`src/rtl/inst_loader.sv`:
```
// Instruction-memory loader: rebuilds 9-bit instructions from a byte stream,
// writes them from address 0 upward and releases the PC on a good checksum.
//
// Ports:
//   Clk, Reset (async, active-low)
//   Load                 start a session (IDLE/DONE/ERR only)
//   InByte/InValid/InReady  byte stream handshake
//   WrEn/WrAddr/WrData   instruction-memory write port
//   Start                PC hold (low only after a good load)
//   Done/Err             session result
//   Count                instructions written this session
module inst_loader #(
  parameter int ADDR_W = 10,
  parameter int INST_W = 9
) (
  input  logic              Clk,
  input  logic              Reset,
  input  logic              Load,
  input  logic [7:0]        InByte,
  input  logic              InValid,
  output logic              InReady,
  output logic              WrEn,
  output logic [ADDR_W-1:0] WrAddr,
  output logic [INST_W-1:0] WrData,
  output logic              Start,
  output logic              Done,
  output logic              Err,
  output logic [ADDR_W:0]   Count
);

  typedef enum logic [2:0] {
    S_IDLE,
    S_HI,
    S_LO,
    S_CHK,
    S_DONE,
    S_ERR
  } state_t;

  // Count doubles as the next write address; the session stops
  // with an error once the top address has been written.
  localparam logic [ADDR_W:0] LAST_ADDR = {1'b0, {ADDR_W{1'b1}}};
  localparam logic [ADDR_W:0] CNT_ONE   = {{ADDR_W{1'b0}}, 1'b1};

  state_t              r_state;
  logic                r_last;
  logic                r_inst8;
  logic [7:0]          r_csum;
  logic                r_ready;
  logic                r_wen;
  logic [ADDR_W-1:0]   r_waddr;
  logic [INST_W-1:0]   r_wdata;
  logic                r_start;
  logic                r_done;
  logic                r_err;
  logic [ADDR_W:0]     r_cnt;

  logic                w_acc;
  logic [7:0]          w_csum_nxt;

  assign w_acc      = InValid & r_ready;
  assign w_csum_nxt = r_csum ^ InByte;

  always_ff @(posedge Clk or negedge Reset) begin
    if (!Reset) begin
      r_state <= S_IDLE;
      r_last  <= 1'b0;
      r_inst8 <= 1'b0;
      r_csum  <= 8'h00;
      r_ready <= 1'b0;
      r_wen   <= 1'b0;
      r_waddr <= '0;
      r_wdata <= '0;
      r_start <= 1'b1;
      r_done  <= 1'b0;
      r_err   <= 1'b0;
      r_cnt   <= '0;
    end else begin
      r_wen <= 1'b0;
      unique case (r_state)
        S_IDLE, S_DONE, S_ERR: begin
          if (Load) begin
            r_state <= S_HI;
            r_ready <= 1'b1;
            r_csum  <= 8'h00;
            r_cnt   <= '0;
            r_waddr <= '0;
            r_start <= 1'b1;
            r_done  <= 1'b0;
            r_err   <= 1'b0;
          end
        end
        S_HI: begin
          if (w_acc) begin
            r_last  <= InByte[7];
            r_inst8 <= InByte[0];
            r_csum  <= w_csum_nxt;
            r_state <= S_LO;
          end
        end
        S_LO: begin
          if (w_acc) begin
            r_wen   <= 1'b1;
            r_waddr <= r_cnt[ADDR_W-1:0];
            r_wdata <= {r_inst8, InByte};
            r_cnt   <= r_cnt + CNT_ONE;
            r_csum  <= w_csum_nxt;
            if (r_last) begin
              r_state <= S_CHK;
            end else if (r_cnt == LAST_ADDR) begin
              // Memory full without LAST: error shows with the final write.
              r_state <= S_ERR;
              r_ready <= 1'b0;
              r_err   <= 1'b1;
            end else begin
              r_state <= S_HI;
            end
          end
        end
        S_CHK: begin
          if (w_acc) begin
            r_ready <= 1'b0;
            if (InByte == r_csum) begin
              r_state <= S_DONE;
              r_done  <= 1'b1;
              r_start <= 1'b0;
            end else begin
              r_state <= S_ERR;
              r_err   <= 1'b1;
            end
          end
        end
        default: begin
          r_state <= S_IDLE;
          r_ready <= 1'b0;
        end
      endcase
    end
  end

  assign InReady = r_ready;
  assign WrEn    = r_wen;
  assign WrAddr  = r_waddr;
  assign WrData  = r_wdata;
  assign Start   = r_start;
  assign Done    = r_done;
  assign Err     = r_err;
  assign Count   = r_cnt;

endmodule
```
`config.mk`:
```
export PLATFORM = sky130hd
export DESIGN_NAME = inst_loader
export DESIGN_NICKNAME = d
export VERILOG_FILES = /design/src/rtl/inst_loader.sv
export SDC_FILE = /design/constraint.sdc
export NUM_CORES = 1
export LEC_CHECK = 0
export ABC_AREA = 1
export BUFFER_PORTS_ARGS = -buffer_cell sky130_fd_sc_hd__buf_2
export CORE_UTILIZATION = 26
export CTS_CLUSTER_SIZE = 12
export DETAILED_ROUTE_END_ITERATION = 6
export GPL_TIMING_DRIVEN = 0
export PLACE_DENSITY_LB_ADDON = 0.05
export SLEW_MARGIN = 20
export SYNTH_ARGS = -nofsm -noshare
export SYNTH_HDL_FRONTEND = slang
export SYNTH_SLANG_ARGS = --single-unit
```
`constraint.sdc`:
```
create_clock -name Clk -period 3.3 [get_ports Clk]
set_clock_uncertainty 0.1 [all_clocks]
set_input_delay 0.66 -clock Clk [delete_from_list [all_inputs] [get_ports Clk]]
set_output_delay 0.66 -clock Clk [all_outputs]
set_load 0.01 [all_outputs]
```
==> run summary, run 1 <==
Relative slew slack = 0.574
Skew-Pair Late Insertion Delay = 310 ps
Yosys reg bits = 48
Top cells by area, synth = dfrtp_1 51%, nand2_1 14%, o21ai_0 5.6%
VDD IR-drop max = 0.000269 V
Status = finished clean
Cell with the most instances after synthesis = nand2_1
Fillers = 926
Min Clock Period, post-route = 1780 ps
Mean post-synth cell area = 8.29 sq um
DR vias = 1949
Clock transition at the registers of the reported paths = 100 ps
Post-synth ARST share = 1.00
Number of buffers created by CTS = 5
R2r setup slk = 1520 ps
WP data arrival = 1890 ps
Power per cell area = 807 mW/mm^2
Vias in the first global route = 1882
N_diodes = 0
First-pass GRT wire length = 10.1 mm
Post-synthesis sequential area ratio = 0.522
1st-iter DRT viols = 60
Avg Vias per Cell = 4.46
Pins over their slew limit = 0
CP Class = reg2reg
Worst Setup End Kind = register
Routability cong. = 0.743
Setup crit start = Count[0]$_DFFE_PN0P_
R2r worst-path depth = 10
Total gr overflow = 0
Hold Crit Class = in2async
GRT Total Usage = 0.145
Hold Buf Count CTS = 0
Fin nets = 344
Worst r2r dst = Err$_DFFE_PN0P_
H-tree lvl count = 2
Port bufs = 46
Crit path max fanout = 5
Clock root cell = clkbuf_8
Yosys top cell by area = dfrtp_1
Std-Cell Rows = 33
Core ar. = 0.00838 sq mm
CTS tree = built
Final hold slack = 253 ps
HPWL Detailed = 4.41 mm
Crit path to = Err$_DFFE_PN0P_
YS warnings = 0
Syn_nets = 291
Final period util = 0.541
TNS Setup = 0 ps
Largest net degree at the start of global routing = 49
Synthesized area = 0.00230 sq mm
Post-synth EDFFs = 0
Slowest CP cell = dfrtp_1
CP peak stage delay = 430 ps
DIE WIDTH = 96.1 um
MaxCap Viol Count = 0
Unrepaired setup endpoints after global routing = no
CTS Sinks = 48
Lkg Pwr = 1.44 nW
Reg2reg start = Count[0]$_DFFE_PN0P_
Most used cell, CP = nand2_1
Share of layout cells above drive strength 1 = 0.232
Post-Syn Instances = 278
Hold Violations, Final = 0
1st-pass router iterations = 4
Top cell type's share of synthesized area = 0.511
Post-synth top cells = 83 x nand2_1, 47 x dfrtp_1, 26 x o21ai_0, 25 x inv_1, 23 x nor2_1
Avg WL per Cell = 13.9 um
Endpoints failing setup = 0
Die area = 0.00924 sq mm
Top FF cell, synth = dfrtp_1
Slew @ Worst Pin = 640 ps
Post-CTS Resized = 0
Starting density of the core = 0.275
Area Overhead vs Synth = 20.8%
CP Launch Type = register
Max Freq = 0.560 GHz
Routed WL = 6.06 mm
Critical Path, Cell by Cell = ha_1 -> inv_1 -> nor2_1 -> nand3_1 -> nand2_1 -> nand2_1 -> nor2_1 -> nand2_1 -> nand2_1 -> nand2_1
ANT nets after route = 0
Worst EP required = 3410 ps
Initial antenna violation count = 0
Number of remaining DRC errors = 0
Max clock buf depth = 2
Synth cell types = 26
Die H = 96.1 um
Boundary pin count = 47
Post-CTS setup buffer count = 0
-- per-layer routing --
metal	wire length [um]	track usage	up-vias
li1	-	-	995
met1	3030	0.207	925
met2	2780	0.223	27
met3	211	0.0276	2
met4	40	0.0373	0
met5	0	0	-
-- kinds of logic after synthesis --
group	after synthesis	share of synthesized area
xor gates and xnor gates	8	0.0304
AOI/OAI and AO/OA	42	0.0999
adders and majority gates	1	0.00543
and+or+nand+nor	145	0.282
buffers and inverters	34	0.0603
DFF	48	0.522
-- worst min-delay path by stage --
stage | depth (start not counted) | endpoint | from
2_1_floorplan | 0 | Count[0]$_DFFE_PN0P_ | Reset
6_report | 1 | WrAddr[7]$_DFFE_PN0P_ | Reset
5_1_grt | 1 | WrAddr[7]$_DFFE_PN0P_ | Reset
3_3_place_gp | 2 | WrData[4]$_DFFE_PN0P_ | WrData[4]$_DFFE_PN0P_
4_1_cts | 1 | WrAddr[7]$_DFFE_PN0P_ | Reset
3_5_place_dp | 2 | WrData[8]$_DFFE_PN0P_ | WrData[8]$_DFFE_PN0P_
-- flip-flops by register name (all words and copies together) (netlist names) --
register,cells
Err,1
WrData,9
Done,1
r_inst8,1
Start,1
WrAddr,10
WrEn,1
r_csum,8
Count,11
r_last,1
r_state,3
InReady,1
-- report_power, final --
group	switching [mW]	internal (mW)	leakage (nW)
Sequential	0.103	0.729	0.637
Combinational	0.644	0.314	0.749
Clock	0.228	0.229	0.0548
Total	0.974	1.27	1.44
-- cell type report --
class                           count  area [sq um]  area share
Buffer                              5          30.0      0.0108
Clock buffer                        5          68.8      0.0247
Clock inverter                      3          46.3      0.0166
Inverter                           29           109      0.0391
Multi-Input combinational cell    196           962       0.346
Sequential cell                    48          1200       0.432
Tap cell                          105           131      0.0472
Timing Repair Buffer               46           233      0.0836
-- worst max-delay path, delay by kind of cell (launching register included) --
family / cells / cell delay (ps)
buffers and inverters: 1 / 80
flip-flops: 1 / 430
AND/OR/NAND/NOR: 8 / 820
adder cells (fa/ha/maj): 1 / 250
-- placed cells by master, fill, tap and decap left out, types with 5 or more instances in the layout --
cell type,n
dfrtp_1,47
inv_1,25
a21oi_1,8
nor3_1,9
clkbuf_8,5
nand3b_1,9
nand3_1,7
o21ai_0,26
nor2_1,23
xnor2_1,8
buf_2,48
nand2_1,83
-- through the flow --
step	cells	power (mW)	setup WS (ps)	util	instance area [sq um]
after CTS	437	2.29	1460	0.332	2780
after floorplan	278	1.50	1720	-	2300
after detailed placement	429	1.83	1340	0.318	2670
after global routing	437	2.45	1310	0.332	2780
after global placement	429	1.82	1370	0.318	2670
final	437	2.25	1520	0.332	2780
No activity file was read; power rests on OpenSTA's default activity.
==> run 2, diff against run 1 <==
ABC_AREA = 0   (was 1)
clock period = 1.51 ns   (was 3.3 ns; I/O delays follow)
==> run 2 against run 1 <==
The run now ends with negative setup slack left. Hold slack got worse by 75 ps. Design area up 21%. Setup slack lost 1800 ps. Cell count decreased by 7.3%. Synthesized area is 0.54% higher. First-iteration DRC count shrank 35%. Non-clock buffer count is 34 higher. Core utilization up 5.7 points. Total power grew 130%. Clock power is 75% higher. Critical path type unchanged. Critical endpoint is now Count[7]$_DFFE_PN0P_. Largest cell class is now multi-input gates. Highest routed layer unchanged.
==> run summary, run 2 <==
1st-iter DRT viols = 39 (-35%)
Clock transition at the registers of the reported paths = 110 ps (about the same)
Largest net degree at the start of global routing = 49 (unchanged)
Placed cell count = 370 (-14%)
Die H = 96.4 um (+0.27%)
Crit path max fanout = 7 (+2)
WP data arrival = 1860 ps (-30 ps)
Top FF cell, synth = dfrtp_1
Hold-critical path depth = 2
Most frequent cells in the layout = 45 x buf_2, 40 x dfrtp_1, 21 x nor2_1
Cell with the most instances after synthesis = dfrtp_1
HPWL Detailed = 3.74 mm (-15%)
Port bufs = 46 (unchanged)
Vias in the first global route = 1890 (+0.43%)
N_diodes = 0 (unchanged)
TNS Setup = -7730 ps (-7730 ps)
GRT Total Usage = 0.148 (+0.00294)
VDD IR-drop max = 0.000643 V (+140%)
Yosys top cell by area = dfrtp_1
Synth cell types = 40 (+54%)
Mean post-synth cell area = 10.7 sq um (+29%)
DIE WIDTH = 96.4 um (+0.27%)
Post-synth ARST share = 1.00 (unchanged)
Slew @ Worst Pin = 670 ps (+30.1 ps)
MaxCap Viol Count = 0 (unchanged)
DR vias = 1928 (-1.1%)
Total gr overflow = 0 (unchanged)
CTS tree = built
Max clock buf depth = 2 (unchanged)
Relative slew slack = 0.554 (-0.0200)
Max FFs per register = 11 (unchanged)
Non-filler cells, final = 405 (-7.3%)
Skew-Pair Late Insertion Delay = 310 ps (about the same)
Endpoints failing setup = 42 (+42)
Number of buffers created by CTS = 5 (unchanged)
Status = finished with violations
Commonest non-fill, non-tap cell in the layout = buf_2
Top cell type's share of synthesized area = 0.508 (-0.00276)
Power per cell area = 1560 mW/mm^2 (+93%)
Initial antenna violation count = 0 (unchanged)
Routability cong. = 0.719 (-3.3%)
YS warnings = 0 (unchanged)
CP Class = reg2reg
Min Clock Period, post-route = 1770 ps (-10.4 ps)
Unrepaired setup endpoints after global routing = yes
Top cells by area, synth = dfrtp_1 51%, xnor2_1 6.4%, mux2_2 5.8%
Worst EP required = 1590 ps (-1820 ps)
Fin nets = 309 (-10%)
Std-Cell Rows = 34 (+3.0%)
Overall Power = 5.25 mW (+130%)
Share of layout cells above drive strength 1 = 0.508 (+0.276)
Post-synth EDFFs = 0 (unchanged)
Post-synthesis sequential area ratio = 0.519 (-0.00282)
Syn_nets = 229 (-21%)
Avg WL per Cell = 15.6 um (+13%)
Hold Violations, Final = 0 (unchanged)
Hold Crit Class = in2reg
Pins over their slew limit = 0 (unchanged)
Worst setup margin = -264 ps (-1780 ps)
Post-synth top cells = 47 x dfrtp_1, 26 x nor2_1, 17 x xnor2_1, 13 x nand2_1, 13 x o21ai_0
Area Overhead vs Synth = 45.6%
Worst Setup End Kind = register
Starting density of the core = 0.267 (-0.00795)
Post-Syn Instances = 216 (-22%)
Boundary pin count = 47 (unchanged)
Lkg Pwr = 1.50 nW (+4.2%)
Die area = 0.00929 sq mm (+0.53%)
H-tree lvl count = 2 (unchanged)
Final period util = 1.18 (+0.634)
Final Core Density = 0.389 (+0.0566)
Violated checks = negative setup slack
Routed WL = 6.34 mm (+4.6%)
1st-pass router iterations = 6 (+2)
ANT nets after route = 0 (unchanged)
Avg Vias per Cell = 4.76 (+6.7%)
Clock root cell = clkbuf_8
Synthesized area = 0.00232 sq mm (+0.54%)
Yosys reg bits = 48 (unchanged)
First-pass GRT wire length = 10.3 mm (+2.1%)
R2r worst-path depth = 6 (-4)
Number of remaining DRC errors = 0 (unchanged)
Core ar. = 0.00868 sq mm (+3.5%)
Max Freq = 0.564 GHz (+0.59%)
CTS Sinks = 48 (unchanged)
Placement Setup Slack = -414 ps (-1750 ps)
CP Launch Type = register
[run 2: cell count changes after synthesis, moves of 9 or more]
cell / delta
nand2_1: -70
nand3b_1: -9
mux2_2: +12
nor3_1: -9
o21ai_0: -13
xnor2_1: +9
inv_1: -24
nand2b_1: +10
[run 2: cell families (layout without fill, tap and decap cells)]
family          after synthesis  after routing  synth area share
fa+ha+maj                     1              1           0.00540
simple gates                 70             70             0.149
buf+inv                      13             94            0.0356
mux                          12             12            0.0583
flops                        48             48             0.519
compound gates               54             54             0.164
xor+xnor                     18             18            0.0681
[run 2: worst paths after layout]
kind / endpoint / start / slack (ps)
worst max-delay path: Count[7]$_DFFE_PN0P_ / r_state[2]$_DFFE_PN0P_ / -260
worst min-delay path: WrData[5]$_DFFE_PN0P_ / InByte[5] / 180
worst max register to register: Count[7]$_DFFE_PN0P_ / r_state[2]$_DFFE_PN0P_ / -260
worst min register to register: WrAddr[8]$_DFFE_PN0P_ / WrAddr[8]$_DFFE_PN0P_ / 400
max in group asynchronous: Count[6]$_DFFE_PN0P_ / Reset / 360
min in group asynchronous: WrData[4]$_DFFE_PN0P_ / Reset / 470
[run 2: metrics by stage]
step / cell area, sq um / hold WS (ps)
after floorplan: 2420 / -93.6
after global placement: 2790 / 371
after detailed placement: 2790 / 296
after CTS: 3250 / 160
after global routing: 3370 / 178
final: 3370 / 178
[run 2: metal layers]
metal	global-route usage	up-vias	wire (um)
li1	-	916	-
met1	0.221	974	3220
met2	0.217	32	2810
met3	0.0274	6	247
met4	0.0404	0	65
met5	0	-	0
[run 2: where the power goes]
group	leakage (nW)	internal, mW	switching, mW	total [mW]
combinational	0.840	1.34	1.24	2.58
clock	0.0412	0.326	0.472	0.798
sequential	0.621	1.63	0.244	1.87
[run 2: timing repair]
action / 4_1_cts / 5_1_grt
hold buffers: 1 / 0
endpoints found under the hold margin: 47 / 0
pin swaps: 13 / 22
cloned: 2 / 0
gates resized for setup: 54 / 22
buffers inserted: 20 / 6
endpoints found under the setup margin: 46 / 45
[run 2: layout make-up]
type / count / area (sq um)
Fill cell: 880 / 5310
Sequential cell: 48 / 1210
Clock inverter: 2 / 12.5
Buffer: 11 / 138
Inverter: 1 / 3.75
Clock buffer: 6 / 72.6
Tap cell: 108 / 135
Multi-Input combinational cell: 155 / 1310
Timing Repair Buffer: 74 / 492
[run 2: worst max-delay path: stages (launching register included)]
cell,delay [ps]
dfrtp_1,410
nand4b_1,240
a21o_1,220
buf_6,160
a2111oi_4,320
xnor2_1,160
nor2_1,50
==> run 3, diff against run 2 <==
CORE_ASPECT_RATIO = 1.5   (was unset)
==> run 3 against run 2 <==
Via count grew 0.93%. Total power increased by 6.8%. Combinational power decreased by 4%. First-iteration DRC count up 69%. Critical path depth grew 1. Hold slack improved by 23 ps. Setup slack improved by 2.6 ps. Global-route usage shrank 0.49 points. Routed wire length is 0.62% lower. The flow still finishes with violations (negative setup slack). Clock power rose by 58%. Sequential power about the same. Largest cell class unchanged.
==> run summary, run 3 (synthesis results as in run 2) <==
Multi-input logic area = 0.00126 sq mm (-3.3%)
Slew @ Worst Pin = 638 ps (-31.8 ps)
First-pass GRT wire length = 10.2 mm (-0.60%)
Power per cell area = 1640 mW/mm^2 (+5.4%)
Avg Vias per Cell = 4.71 (-1.0%)
Relative slew slack = 0.575 (+0.0212)
Boundary pin count = 47 (unchanged)
DIE WIDTH = 79.1 um (-18%)
Clk pwr share = 0.224 (+0.072)
Pins over their slew limit = 0 (unchanged)
Die H = 118 um (+22%)
1st-iter DRT viols = 66 (+69%)
CTS Sinks = 48 (unchanged)
Crit path max fanout = 9 (+2)
Fin nets = 318 (+2.9%)
CP Class = reg2reg
Number of remaining DRC errors = 0 (unchanged)
Non-filler cells, final = 413 (+2.0%)
Max FFs per register = 11 (unchanged)
WP data arrival = 1840 ps (-20 ps)
Max Freq = 0.564 GHz (+0.14%)
Routed WL = 6.30 mm (-0.62%)
Initial antenna violation count = 0 (unchanged)
DR vias = 1946 (+0.93%)
Share of layout cells above drive strength 1 = 0.513 (+0.00465)
Std-Cell Rows = 41 (+21%)
VDD IR-drop max = 0.000624 V (-2.9%)
Register share of total power = 0.333 (-0.024)
Unrepaired setup endpoints after global routing = yes
Internal power = 3.70 mW (+12%)
Status = finished with violations
Total gr overflow = 0 (unchanged)
HPWL Detailed = 3.99 mm (+6.7%)
Clock transition at the registers of the reported paths = 70 ps (-40 ps)
GRT Total Usage = 0.143 (-0.00488)
Final hold slack = 201 ps (+22.5 ps)
Commonest non-fill, non-tap cell in the layout = buf_2
Die area = 0.00930 sq mm (about the same)
Net switching power = 1.90 mW (-2.5%)
Most frequent cells in the layout = 45 x buf_2, 40 x dfrtp_1, 36 x buf_4
Clock root cell = clkbuf_16
Switch share = 0.340 (-0.0324)
Endpoints failing setup = 43 (+2.4%)
Port bufs = 46 (unchanged)
Avg WL per Cell = 15.2 um (-2.5%)
N_diodes = 0 (unchanged)
Placement Setup Slack = -453 ps (-39.4 ps)
H-tree lvl count = 2 (unchanged)
Worst Setup End Kind = register
Core ar. = 0.00852 sq mm (-1.9%)
Comb power frac = 0.442 (-0.049)
CTS tree = built
Fillers = 879 (-0.11%)
Max clock buf depth = 2 (unchanged)
Largest net degree at the start of global routing = 49 (unchanged)
Min Clock Period, post-route = 1770 ps (-2.56 ps)
Hold Crit Class = in2reg
Worst EP required = 1570 ps (-20 ps)
Routability cong. = 0.786 (+9.2%)
Storage cell area = 0.00121 sq mm (unchanged)
Skew-Pair Late Insertion Delay = 290 ps (-20 ps)
Cell Area, Placed = 0.00279 sq mm (about the same)
Placed cell count = 369 (-0.27%)
Number of buffers created by CTS = 5 (unchanged)
Violated checks = negative setup slack
CP Launch Type = register
ANT nets after route = 0 (unchanged)
Starting density of the core = 0.272 (+0.00510)
Area Overhead vs Synth = 47.5%
MaxCap Viol Count = 0 (unchanged)
Hold Violations, Final = 0 (unchanged)
Lkg Pwr = 1.56 nW (+3.7%)
Worst setup margin = -262 ps (+2.56 ps)
Vias in the first global route = 1943 (+2.8%)
1st-pass router iterations = 4 (-2)
Fin area = 0.00342 sq mm (+1.3%)
Final Core Density = 0.401 (+0.0127)
Final period util = 1.17 (-0.00169)
-- run 3: area by class of cell --
cell class | count | share of cell area
buffer | 11 | 0.0352
timing repair buffer | 83 | 0.152
clock buffer | 6 | 0.0377
sequential | 48 | 0.354
inverter | 1 | 0.00110
clock inverter | 2 | 0.0103
tap | 107 | 0.0392
multi-input combinational | 155 | 0.370
-- run 3: power by group through the flow --
stage	Sequential [mW]	Clock [mW]	Combinational (mW)
after global placement	1.90	0	1.81
after floorplan	1.95	0	1.19
after global routing	1.92	1.34	2.71
after CTS	1.87	1.32	2.33
after detailed placement	1.91	0	1.80
final	1.87	1.26	2.48
-- run 3: path summary, 6_finish.rpt --
path / end / startpoint / slack (ps) / depth (start not counted)
setup / recovery: Count[7]$_DFFE_PN0P_ / r_state[1]$_DFFE_PN0P_ / -260 / 7
hold / removal: WrData[2]$_DFFE_PN0P_ / InByte[2] / 200 / 2
setup reg to reg: Count[7]$_DFFE_PN0P_ / r_state[1]$_DFFE_PN0P_ / -260 / 7
hold reg to reg: WrAddr[7]$_DFFE_PN0P_ / WrAddr[7]$_DFFE_PN0P_ / 390 / 2
max in group asynchronous: Count[0]$_DFFE_PN0P_ / Reset / 360 / 2
min in group asynchronous: Done$_DFFE_PN0P_ / Reset / 480 / 2
-- run 3: layer usage --
metal	share of wire	track usage	vias to the layer above
li1	-	-	931
met1	0.41	0.169	968
met2	0.54	0.255	40
met3	0.034	0.0240	7
met4	0.014	0.0477	0
met5	0	0	-
-- run 3: metrics by stage --
step | total power, mW | setup TNS, ps
6_report | 5.60 | -7290
5_1_grt | 5.97 | -10550
4_1_cts | 5.51 | -8010
3_5_place_dp | 3.71 | -10360
3_3_place_gp | 3.71 | -11130
2_1_floorplan | 3.14 | -2480
-- run 3: repair_timing --
| item | 4_1_cts | 5_1_grt |
|---|---|---|
| gates cloned | 1 | 0 |
| endpoints found under the setup margin | 46 | 45 |
| buffers inserted | 25 | 12 |
| endpoints found under the hold margin | 47 | 0 |
| gates resized for setup | 45 | 17 |
| hold buffers | 1 | 0 |
| pin swaps | 7 | 4 |
-- run 3: critical path, cell delays in order, from the launching register on --
cell       delay [ps]
dfrtp_1           380
buf_6             130
nand2b_4          150
a21o_1            200
buf_6             150
a2111oi_4         340
xnor2_1           150
nor2_1             50
